--- config.mk ---
export PLATFORM = sky130hd
export DESIGN_NAME = decoder3_8_seq
export DESIGN_NICKNAME = d
export VERILOG_FILES = /design/src/rtl/decoder3_8_pkg.sv /design/src/rtl/decoder3_8_comb.sv /design/src/rtl/decoder3_8_seq.sv
export SDC_FILE = /design/constraint.sdc
export NUM_CORES = 1
export LEC_CHECK = 0
export CAP_MARGIN = 10
export CORE_MARGIN = 5
export CORE_UTILIZATION = 30
export CTS_CLUSTER_SIZE = 20
export DETAILED_ROUTE_END_ITERATION = 8
export GPL_TIMING_DRIVEN = 0
export SETUP_SLACK_MARGIN = 0.02
export SLEW_MARGIN = 40
export SYNTH_ARGS = -nofsm -noshare
export SYNTH_HDL_FRONTEND = slang
export SYNTH_HIERARCHICAL = 1
export SYNTH_SLANG_ARGS = --single-unit
--- constraint.sdc ---
create_clock -name clk -period 1.8 [get_ports clk]
set_clock_uncertainty 0.2 [all_clocks]
set_input_delay 0.36 -clock clk [delete_from_list [all_inputs] [get_ports clk]]
set_output_delay 0.36 -clock clk [all_outputs]
set_load 0.02 [all_outputs]
--- src/rtl/decoder3_8_pkg.sv ---
// Shared types and widths for the registered 3-to-8 one-hot decoder.
// The FSM encoding and the counter width helper live here.
package decoder3_8_pkg;

  localparam int CODE_W   = 3;
  localparam int ONEHOT_W = 8;

  typedef enum logic [1:0] {
    IDLE  = 2'd0,
    DRIVE = 2'd1,
    GAP   = 2'd2
  } state_t;

  // Counter must hold the larger of the two loads; never narrower than 1 bit.
  function automatic int cnt_width(input int hold, input int gap);
    int m;
    int w;
    m = (hold > gap) ? hold : gap;
    w = $clog2(m + 1);
    return (w < 1) ? 1 : w;
  endfunction

endpackage

--- src/rtl/decoder3_8_comb.sv ---
// Purely combinational 3-bit binary to 8-bit one-hot decode, no enable.
module decoder3_8_comb
  import decoder3_8_pkg::*;
(
  input  logic [CODE_W-1:0]   a,
  output logic [ONEHOT_W-1:0] y
);

  assign y = {{(ONEHOT_W-1){1'b0}}, 1'b1} << a;

endmodule

--- src/rtl/decoder3_8_seq.sv ---
// Registered one-hot decoder: accepts a code, holds its line for HOLD_CYCLES,
// then forces all lines low for GAP_CYCLES before accepting again.
module decoder3_8_seq
  import decoder3_8_pkg::*;
#(
  parameter int HOLD_CYCLES = 4,
  parameter int GAP_CYCLES  = 1
) (
  input  logic                clk,
  input  logic                rst,
  input  logic                en,
  input  logic                in_valid,
  input  logic [CODE_W-1:0]   A,
  output logic                in_ready,
  output logic [ONEHOT_W-1:0] Y,
  output logic                busy,
  output logic                done
);

  localparam int CNT_W = cnt_width(HOLD_CYCLES, GAP_CYCLES);
  localparam logic [CNT_W-1:0] HOLD_LOAD = CNT_W'(HOLD_CYCLES - 1);
  localparam logic [CNT_W-1:0] GAP_LOAD  = CNT_W'((GAP_CYCLES > 0) ? (GAP_CYCLES - 1) : 0);
  localparam logic [CNT_W-1:0] CNT_ZERO  = {CNT_W{1'b0}};
  localparam logic [CNT_W-1:0] CNT_ONE   = CNT_W'(1);

  state_t               state_r, next_state_s;
  logic [CNT_W-1:0]     cnt_r, next_cnt_s;
  logic [ONEHOT_W-1:0]  y_r, next_y_s, dec_s;
  logic                 done_r, busy_r;
  logic                 accept_s;

  decoder3_8_comb u_comb (
    .a (A),
    .y (dec_s)
  );

  assign in_ready = (state_r == IDLE) && en && !rst;
  assign accept_s = in_valid && in_ready;

  // Next-state, counter and output-line selection.
  always_comb begin
    next_state_s = state_r;
    next_cnt_s   = cnt_r;
    next_y_s     = y_r;
    case (state_r)
      IDLE: begin
        if (accept_s) begin
          next_state_s = DRIVE;
          next_cnt_s   = HOLD_LOAD;
          next_y_s     = dec_s;
        end else begin
          next_state_s = IDLE;
          next_cnt_s   = CNT_ZERO;
          next_y_s     = {ONEHOT_W{1'b0}};
        end
      end
      DRIVE: begin
        if (!en) begin
          next_state_s = IDLE;
          next_cnt_s   = CNT_ZERO;
          next_y_s     = {ONEHOT_W{1'b0}};
        end else if (cnt_r == CNT_ZERO) begin
          next_y_s = {ONEHOT_W{1'b0}};
          if (GAP_CYCLES == 0) begin
            next_state_s = IDLE;
            next_cnt_s   = CNT_ZERO;
          end else begin
            next_state_s = GAP;
            next_cnt_s   = GAP_LOAD;
          end
        end else begin
          next_cnt_s = cnt_r - CNT_ONE;
        end
      end
      GAP: begin
        next_y_s = {ONEHOT_W{1'b0}};
        if (!en || (cnt_r == CNT_ZERO)) begin
          next_state_s = IDLE;
          next_cnt_s   = CNT_ZERO;
        end else begin
          next_cnt_s = cnt_r - CNT_ONE;
        end
      end
      default: begin
        next_state_s = IDLE;
        next_cnt_s   = CNT_ZERO;
        next_y_s     = {ONEHOT_W{1'b0}};
      end
    endcase
  end

  // State and output registers; done/busy are precomputed so they align with Y.
  always_ff @(posedge clk or posedge rst) begin
    if (rst) begin
      state_r <= IDLE;
      cnt_r   <= CNT_ZERO;
      y_r     <= {ONEHOT_W{1'b0}};
      done_r  <= 1'b0;
      busy_r  <= 1'b0;
    end else begin
      state_r <= next_state_s;
      cnt_r   <= next_cnt_s;
      y_r     <= next_y_s;
      done_r  <= (next_state_s == DRIVE) && (next_cnt_s == CNT_ZERO);
      busy_r  <= (next_state_s != IDLE);
    end
  end

  assign Y    = y_r;
  assign done = done_r;
  assign busy = busy_r;

endmodule

== Word level (Yosys, flattened, before mapping) ==
Cells that the tools add are included.
Widths: inputs -> output; s select.

* Register bits: 15
* Word-level logic and storage cells: 36
* Bits of input ports: 7
* Output and inout bits: 11

* Equal/unequal tests: 4
* Shift-type cells: 1
* Reduce and logical (&&, ||, !) cells: 11
* $add $sub $neg: 1
* Muxes and demuxes: 14

{| class="wikitable"
|+ Operator list
! kind !! count
|-
| $mux 8 || 3
|-
| $pmux 8 s2 || 1
|-
| $mux 3 || 3
|-
| $pmux 3 s3 || 1
|-
| $mux 2 || 4
|-
| $shl 1x3->8 const A || 1
|-
| $logic_not 3->1 || 2
|-
| $pmux 2 s3 || 1
|-
| $eq 2x1->1 const B || 2
|-
| $logic_and 1x1->1 || 4
|-
| $ne 3x3->1 const B || 1
|-
| $sub 3x1->3 const B || 1
|-
| $eq 2x2->1 const B || 1
|-
| $logic_not 1->1 || 2
|-
| $logic_not 2->1 || 1
|-
| $reduce_bool 2->1 || 1
|-
| $logic_or 1x1->1 || 1
|-
| $mux 1 || 1
|}

== Longest topological paths before layout ==
Gate-level depths: netlist of run 1.

* Word-level depth: 8
* Depth in mapped cells: 6
* Depth with buffers taken out: 5

== By module ==
Netlist of run 1, hierarchy kept.

{| class="wikitable"
|+ Modules (own cells, without submodules)
! module !! cells each !! instances !! sequential area each (um2) !! area an instance (um2)
|-
| decoder3_8_seq || 57 || 1 || 375.4 || 720.7
|-
| decoder3_8_comb || 8 || 1 || 0.0 || 65.1
|}

== Worst setup path after synthesis of run 1 ==
No wires, ideal clock.

* Path kind: register to register
* Start: reg state_r[0]
* End: reg y_r[0] (netlist: Y[0])
* Stages on the path, launching flop included: 6
* Data arrival time: 1.352 ns
* Required time: 1.534 ns
* Setup slack: 0.183 ns
* Path through: dfrtp_1 > buf_6 > nor4b_4 > and2_4 > buf_8 > a22o_1

* Cells in the longest elaborated chain, start to end: 6

{| class="wikitable"
|+ RTL lines
! what !! RTL line !! source
|-
| from (decl) || decoder3_8_seq.sv:26 || <nowiki>state_t state_r, next_state_s;</nowiki>
|-
| from (signal assigned) || decoder3_8_seq.sv:101 || <nowiki>state_r <= next_state_s;</nowiki>
|-
| $logic_not 2->1 || decoder3_8_seq.sv:37 || <nowiki>assign in_ready = (state_r == IDLE) && en && !rst;</nowiki>
|-
| $logic_and 1x1->1 (2 in series) || decoder3_8_seq.sv:37 ||
|-
| via in_ready || decoder3_8_seq.sv:14 || <nowiki>output logic in_ready,</nowiki>
|-
| $logic_and 1x1->1 || decoder3_8_seq.sv:38 || <nowiki>assign accept_s = in_valid && in_ready;</nowiki>
|-
| $mux 8 || decoder3_8_seq.sv:47 || <nowiki>if (accept_s) begin</nowiki>
|-
| $pmux 8 s2 || decoder3_8_seq.sv:45 || <nowiki>case (state_r)</nowiki>
|-
| to (signal assigned) || decoder3_8_seq.sv:97 || <nowiki>y_r <= {ONEHOT_W{1'b0}};</nowiki>
|-
| to (signal assigned) || decoder3_8_seq.sv:103 || <nowiki>y_r <= next_y_s;</nowiki>
|-
| to (decl) || decoder3_8_seq.sv:28 || <nowiki>logic [ONEHOT_W-1:0] y_r, next_y_s, dec_s;</nowiki>
|}

The timed path passes the listed nets, and every way through them passes these cells.
A chain may end at the register's enable or synchronous reset.

== Worst setup path after layout of run 1 ==
* Start: reg state_r[0]
* End: out in_ready

* Cells in the longest elaborated chain, start to end: 3

{| class="wikitable"
|+ RTL lines
! what !! RTL line
|-
| $logic_not 2->1 || decoder3_8_seq.sv:37
|-
| $logic_and 1x1->1 (2 in series) || decoder3_8_seq.sv:37
|-
| to (decl) || decoder3_8_seq.sv:14
|}

Every way passes these cells.

==> results of run 1 <==
-- cells in the final DEF, fill, tap and decap left out --
cell type,count
nor3b_1,3
nand2_1,2
a21boi_0,1
ha_2,1
a21oi_1,2
nor4b_4,1
dlymetal6s2s_1,1
a211o_1,1
dfrtp_1,15
nand3_1,1
clkbuf_4,4
and2_1,1
o2111a_1,1
o211ai_1,1
xor2_1,1
and3b_2,3
or3_1,1
a32oi_1,1
nor3_1,1
and4b_1,1
nor2_1,1
ha_1,1
or2_2,1
and2_4,1
clkdlybuf4s50_1,4
a22o_1,8
inv_1,3
o21bai_1,1
buf_6,2
dlygate4sd2_1,11
buf_4,5
or2b_1,1
buf_8,1
xnor2_1,1
o21ba_2,1
and3_2,1
nand2b_1,2
clkbuf_1,1
mux2i_1,1
-- worst reg2reg max path, delay by kind of cell (launching register included) --
family                     cells  cell delay (ps)
DFF                            1              380
and+or+nand+nor                2              300
buffers and inverters          2              280
AOI/OAI and AO/OA              1              250
adders and majority gates      1              190
-- what timing repair did --
| item | in CTS | in global routing |
|---|---|---|
| endpoints found under the setup margin | 11 | 11 |
| gates resized for setup | 16 | 3 |
| cloned | 0 | 0 |
| pin swaps | 0 | 1 |
| buffers inserted | 1 | 3 |
-- metrics by stage --
stage	setup WS [ps]	total power [mW]	area (µm²)	std cells	util, %
6_report	55.6	0.660	1040	120	41.6
3_5_place_dp	-688	0.472	993	112	39.7
3_3_place_gp	-655	0.469	993	112	39.7
5_1_grt	7.75	0.691	1040	120	41.6
2_1_floorplan	183	0.427	786	65	-
4_1_cts	-14.3	0.662	1010	117	40.4
-- report_power, final --
group	total [mW]	internal [mW]	switching (mW)	leakage (nW)
combinational	0.121	0.0611	0.0597	0.321
sequential	0.350	0.345	0.00416	0.207
clock	0.190	0.0859	0.104	0.0150
-- registers in the layout (all words and copies together), names as in the netlist --
signal,flops
Y,8
cnt_r,3
state_r,2
busy,1
done,1
-- cell families (layout without fill, tap and decap cells) --
logic type	Yosys count	in the layout
AO/OA/AOI/OAI	17	17
XOR/XNOR	2	2
adder cells (fa/ha/maj)	2	2
buffers and inverters	7	32
flip-flops	15	15
multiplexers	1	1
AND/OR/NAND/NOR	21	21
-- metal layers --
layer,part of all wire (%),GRT usage (%),vias to the layer above
met4,0.35,4.64,0
met5,0,0,-
met1,48,12.7,288
met2,47,15.7,14
met3,5.1,1.89,2
li1,-,-,289
-- final cells by class --
class                      count  share of cell area, %
sequential                    15                   36.1
multi-input combinational     43                   34.5
clock buffer                   4                   2.52
buffer                         4                   4.33
inverter                       3                   1.08
tap                           30                   3.61
timing repair buffer          21                   17.9
-- worst max-delay path by stage --
| stage | startpoint | endpoint | slack, ps |
|---|---|---|---|
| floorplan | state_r[0] | Y[0] | 180 |
| global placement | en | in_ready | -660 |
| detailed placement | en | in_ready | -690 |
| CTS | state_r[0] | in_ready | -10 |
| global route | state_r[0] | in_ready | 8 |
| finish | state_r[0] | in_ready | 60 |
==> flow_summary.ini, run 1 <==
[status]
outcome = finished, violations left
violations = hold timing

[yosys]
synth_xor_area_share_pct = 2.23
ys_ff_latch = 15
synthArstFlopShare_pct = 100
synth_edf_count = 0
synth_area_um2 = 786
synth-compound-area-share_pct = 18.0
synth.avg_cell_area_um2 = 12.1
synth_cell_types = 33
yosys_most_used_dff = dfrtp_1
synthAdderAreaFrac_pct = 3.18
synthMuxAreaShare_pct = 1.27
ys.warnings.count = 6
yosysTopAreaCellShare_pct = 47.8
syn_nets = 74
netlist_instances = 65
synthSimpleGateAreaFrac_pct = 20.7
yosysTopAreaCell = dfrtp_1
yosysSeqAreaShare_pct = 47.8
yosysMostFrequentCell = dfrtp_1
synth_top_cells_by_count = dfrtp_1 (15), a22o_1 (8), and3b_2 (3), inv_1 (3), nor3b_1 (3)
synth_top_family_by_area = simple AND/OR/NAND/NOR gates
yosys-top-cells-area = dfrtp_1 (48%), a22o_1 (8.9%), and3b_2 (3.8%), ha_1 (3.2%), nor4b_4 (3.0%)

[setup_path]
cp_data_arrival_time_ps = 1180
crit_required_ps = 1240
startpoint_type = flip-flop
crit_path_end_kind = output port
path_max_fanout = 5
crit_chain = buf_6 -> nor4b_4 -> buf_4
r2r-start = cnt_r[0]
crit_path_top_delay_cell = dfrtp_1
worstSetupPathType = flip-flop to output port
cp_num_buf_inv = 2
reg2reg_slack_ps = 90
cp_top_family = flip-flops
cpPeakStageDelay_ps = 380
regToRegEndpoint = Y[0]
cp_num_cells = 3
r2r_cells = 6

[grt]
grt_max_degree = 16
grt_pass1_wl_um = 2700
grt_antenna_before_repair = 0
grt_pass1_vias = 617
grt_overflow_total = 0
grt_usage_pct = 9.80

[placed_design]
portBuffers = 17
hpwl_um = 1160
place.gp.congestion = 0.718

[route]
wirelength_um = 1690
first_pass_iters = 3
detail_route.wl_per_cell_um = 14.1
via_per_inst = 4.94
vias = 593
drt_iter0_drc = 28
ant_nets = 0
drc = 0

[die]
ioPinCount = 18
core_area_um2 = 2500
dieArea_um2 = 3740
fp.dieH_um = 61.2
start_util_pct = 31.4
die_w_um = 61.2
rows = 18

[final_layout]
fillCellCount = 260
multi_input_area_um2 = 359
nets = 100
antenna_cells = 0
drive_above_1_share_pct = 23.3
syn_to_final_growth_pct = 32.5
seq_area_um2 = 375

[timing]
slew_headroom_pct = 61.3
period_minus_slack_ps = 1740
fmax_mhz = 573
tns_ps = 0
hold_viol_final = 5
rsz0062_at_grt = true
drv_slew = 0
worstMarginPinSlew_ps = 581
finalCritPeriodShare_pct = 96.9
holdWs_ps = -0.723
finalSetupViolCount = 0

[cts]
clockBufferDepth = 2
htreeDepth = 1
holdBufCountCts = 0
numCtsBuffers = 3
cts.sinks = 15
clkTransAtPathRegs_ps = 90
clock_latency_ps = 280
cts_tree = built
cts-root-buf = clkbuf_4

[min_path]
min_path_type = input pin to async pin

[run]
drv_cap = 0

[pwr]
vdd_drop_max_mv = 0.375
cellPowerDensity_nw_per_um2 = 634
leakagePower_nw = 0.542
(Power assumes the default switching activity.)
==> inputs of run 2 (changes only) <==
--- a/config.mk
+++ b/config.mk
@@ -6,11 +6,12 @@
 export NUM_CORES = 1
 export LEC_CHECK = 0
 export CAP_MARGIN = 10
-export CORE_MARGIN = 5
-export CORE_UTILIZATION = 30
+export CORE_MARGIN = 2
+export CORE_UTILIZATION = 47
 export CTS_CLUSTER_SIZE = 20
 export DETAILED_ROUTE_END_ITERATION = 8
 export GPL_TIMING_DRIVEN = 0
+export PLACE_DENSITY = 0.76
 export SETUP_SLACK_MARGIN = 0.02
 export SLEW_MARGIN = 40
 export SYNTH_ARGS = -nofsm -noshare
==> flow_summary.ini, run 2 (synthesis results as in run 1) <==
[final_layout]
seq_area_um2 = 375
fin_area_um2 = 1040
multi_input_area_um2 = 359
antenna_cells = 0
drive_above_1_share_pct = 26.1
largest_reg_flops = 8
nets = 102
mostFrequentLayoutCells = dfrtp_1 (15), dlygate4sd2_1 (11), buf_4 (8), a22o_1 (8), clkdlybuf4s50_1 (4)
layout_commonest_cell = dfrtp_1
fillCellCount = 136
syn_to_final_growth_pct = 32.3

[timing]
finalSetupViolCount = 0
hold_viol_final = 0
drv_slew = 0
worstMarginPinSlew_ps = 547
fmax_mhz = 564
slew_headroom_pct = 63.5
period_minus_slack_ps = 1770
finalCritPeriodShare_pct = 98.6
rsz0062_at_grt = true
tns_ps = 0
finalWorstSetupSlack_ps = 25.7

[cts]
cts-root-buf = clkbuf_4
cts_tree = built
clkTransAtPathRegs_ps = 90
numCtsBuffers = 3
clock_latency_ps = 280
clockBufferDepth = 2
htreeDepth = 1
cts.sinks = 15
holdBufCountCts = 0

[pwr]
power_switching_mw = 0.172
clkPwrFrac_pct = 28.5
seqPwrFrac_pct = 52.7
intPower_mw = 0.493
p_sw_share_pct = 25.8
share_comb_of_total_power_pct = 18.8
leakagePower_nw = 0.562
vdd_drop_max_mv = 0.391
cellPowerDensity_nw_per_um2 = 639
total_power_mw = 0.664

[route]
detail_route.wl_per_cell_um = 14.9
ant_nets = 0
wirelength_um = 1610
first_pass_iters = 4
drc = 0
vias = 596
via_per_inst = 5.52
drt_iter0_drc = 6

[setup_path]
crit_path_end_kind = output port
startpoint_type = flip-flop
cp_data_arrival_time_ps = 1210
cp_top_family = flip-flops
worstSetupPathType = flip-flop to output port
cp_num_buf_inv = 2
cpPeakStageDelay_ps = 390
crit_chain = buf_6 -> nor4b_4 -> buf_4
crit_path_top_delay_cell = dfrtp_1
crit_required_ps = 1240
path_max_fanout = 3

[die]
start_util_pct = 51.0
core_area_um2 = 1540
rows = 14
die_w_um = 44.9
ioPinCount = 18
dieArea_um2 = 2010
fp.dieH_um = 44.9

[placed_design]
place_area_um2 = 976
hpwl_um = 1130
portBuffers = 17
place_ws_ps = -664
place.gp.congestion = 0.751

[grt]
grt_overflow_total = 0
grt_max_degree = 16
grt_antenna_before_repair = 0
grt_pass1_vias = 629
grt_pass1_wl_um = 2660
grt_usage_pct = 18.4

[run]
drv_cap = 0

[status]
outcome = finished clean

[min_path]
min_path_type = input pin to async pin
run 2: routing by layer:
metal	track usage, %	part of all wire (%)	vias up
met1	21.6	43	291
met4	8.82	0	0
met2	31.9	51	14
li1	-	-	291
met3	4.00	5.3	0
met5	0	0	-
run 2: cell type report:
cell class                      count  share of cell area [%]
Sequential cell                    15                    36.1
Clock inverter                      1                   0.481
Timing Repair Buffer               23                    19.4
Clock buffer                        3                    2.17
Tap cell                           16                    1.93
Inverter                            3                    1.08
Multi-Input combinational cell     43                    34.5
Buffer                              4                    4.33
run 2: worst paths after layout:
check,from,end,slack (ps),depth (start not counted)
worst max-delay path,state_r[0],in_ready,30,3
min in group clk,Y[6],Y[6],310,1
worst min-delay path,rst,state_r[1],100,2
max in group asynchronous,rst,done,940,2
worst min register to register,Y[6],Y[6],310,1
worst max register to register,cnt_r[0],Y[5],100,6
run 2: what timing repair did:
item                       in CTS  in global routing
setup endpoints to repair      10                 12
pin swaps                       1                  0
hold endpoints to repair        0                  0
setup buffers                   1                  5
gates resized for setup        16                  4
run 2: power by group through the flow:
stage	logic, mW	registers, mW	clock network [mW]
finish	0.125	0.350	0.189
global route	0.138	0.351	0.212
CTS	0.112	0.350	0.197
detailed placement	0.115	0.357	0
global placement	0.111	0.356	0
floorplan	0.0657	0.361	0
run 2: through the flow:
stage               utilization [%]  hold slack, ps  std cells
floorplan                         -            61.5         65
global placement               63.3             291         98
detailed placement             63.3             295         98
CTS                            64.5             113        103
global route                   67.5             147        108
finish                         67.5             100        108
==> inputs of run 3 (changes only) <==
--- a/config.mk
+++ b/config.mk
@@ -12,6 +12,7 @@
 export DETAILED_ROUTE_END_ITERATION = 8
 export GPL_TIMING_DRIVEN = 0
 export PLACE_DENSITY = 0.76
+export RECOVER_POWER = 50
 export SETUP_SLACK_MARGIN = 0.02
 export SLEW_MARGIN = 40
 export SYNTH_ARGS = -nofsm -noshare
==> flow_summary.ini, run 3 (synthesis results as in run 1) <==
[status]
outcome = finished clean

[cts]
clockBufferDepth = 2
cts_tree = built
clock_latency_ps = 280
cts.sinks = 15
numCtsBuffers = 3
htreeDepth = 1
clkTransAtPathRegs_ps = 90
cts-root-buf = clkbuf_4

[die]
fp.dieH_um = 44.9
core_area_um2 = 1540
rows = 14
dieArea_um2 = 2010
die_w_um = 44.9
ioPinCount = 18
start_util_pct = 51.0

[timing]
drv_slew = 0
fmax_mhz = 564
slew_headroom_pct = 63.6
finalSetupViolCount = 0
finalCritPeriodShare_pct = 98.6
hold_viol_final = 0
finalWorstSetupSlack_ps = 25.8
worstMarginPinSlew_ps = 546
period_minus_slack_ps = 1770
tns_ps = 0
rsz0062_at_grt = true
holdWs_ps = 99.6

[final_layout]
nets = 102
layout_commonest_cell = dfrtp_1
drive_above_1_share_pct = 25.0
antenna_cells = 0
mostFrequentLayoutCells = dfrtp_1 (15), dlygate4sd2_1 (11), buf_4 (8), a22o_1 (8), clkdlybuf4s50_1 (4)
final_util_pct = 66.7
syn_to_final_growth_pct = 30.9
fin_area_um2 = 1030
layout.cells.non_filler = 108
largest_reg_flops = 8

[setup_path]
worstSetupPathType = flip-flop to output port
cp_data_arrival_time_ps = 1210
crit_path_end_kind = output port
crit_required_ps = 1240
path_max_fanout = 3
startpoint_type = flip-flop

[pwr]
cellPowerDensity_nw_per_um2 = 645
share_comb_of_total_power_pct = 18.8
p_sw_share_pct = 25.9
clkPwrFrac_pct = 28.5
intPower_mw = 0.492
power_switching_mw = 0.172
seqPwrFrac_pct = 52.7
total_power_mw = 0.664
leakagePower_nw = 0.542
vdd_drop_max_mv = 0.391

[route]
wirelength_um = 1610
drt_iter0_drc = 6
vias = 593
via_per_inst = 5.49
detail_route.wl_per_cell_um = 14.9
first_pass_iters = 4
drc = 0
ant_nets = 0

[run]
drv_cap = 0

[placed_design]
place_ws_ps = -664
hpwl_um = 1130
place.gp.congestion = 0.751
place_inst = 98
portBuffers = 17
place_area_um2 = 976

[grt]
grt_pass1_wl_um = 2660
grt_max_degree = 16
grt_usage_pct = 18.4
grt_overflow_total = 0
grt_pass1_vias = 629
grt_antenna_before_repair = 0

[min_path]
min_path_type = input pin to async pin
run 3: worst paths after layout:
| kind | start | endpoint | slack [ps] | cells after the start |
|---|---|---|---|---|
| max | state_r[0] | in_ready | 30 | 3 |
| max in group asynchronous | rst | done | 940 | 2 |
| min in group clk | Y[6] | Y[6] | 310 | 1 |
| min reg2reg | Y[6] | Y[6] | 310 | 1 |
| min | rst | state_r[1] | 100 | 2 |
| max reg2reg | cnt_r[0] | Y[5] | 90 | 6 |
run 3: cell type report:
class | count | area, µm²
well taps | 16 | 20.0
clock inverters | 1 | 5.00
plain buffers | 4 | 45.0
clock buffers | 3 | 22.5
inverters | 3 | 11.3
multi-input cells | 43 | 357
repair buffers | 23 | 193
fillers | 138 | 513
flip-flops and latches | 15 | 375
run 3: critical path, cell delays in order, from the launching register on:
cell and delay (ps):
dfrtp_1 390, buf_6 130, nor4b_4 230, buf_4 190
run 3: what timing repair did:
action                                  in CTS  in global routing
hold buffers                                 0                  0
pin swaps                                    1                  0
resized for setup                           16                  4
endpoints found under the setup margin      10                 12
setup buffers                                1                  5
run 3: power groups by stage:
stage          Clock (mW)  Sequential [mW]  Combinational, mW
2_1_floorplan           0            0.361             0.0657
3_3_place_gp            0            0.356              0.111
3_5_place_dp            0            0.357              0.115
4_1_cts             0.197            0.350              0.112
5_1_grt             0.212            0.351              0.137
6_report            0.189            0.350              0.124
run 3: per-layer routing:
layer  GRT usage [%]  vias to the layer above  share of wire [%]
met5               0                        -                  0
met4            8.82                        0                  0
met3            4.00                        0                5.4
met2            31.9                       14                 51
met1            21.6                      289                 43
li1                -                      290                  -
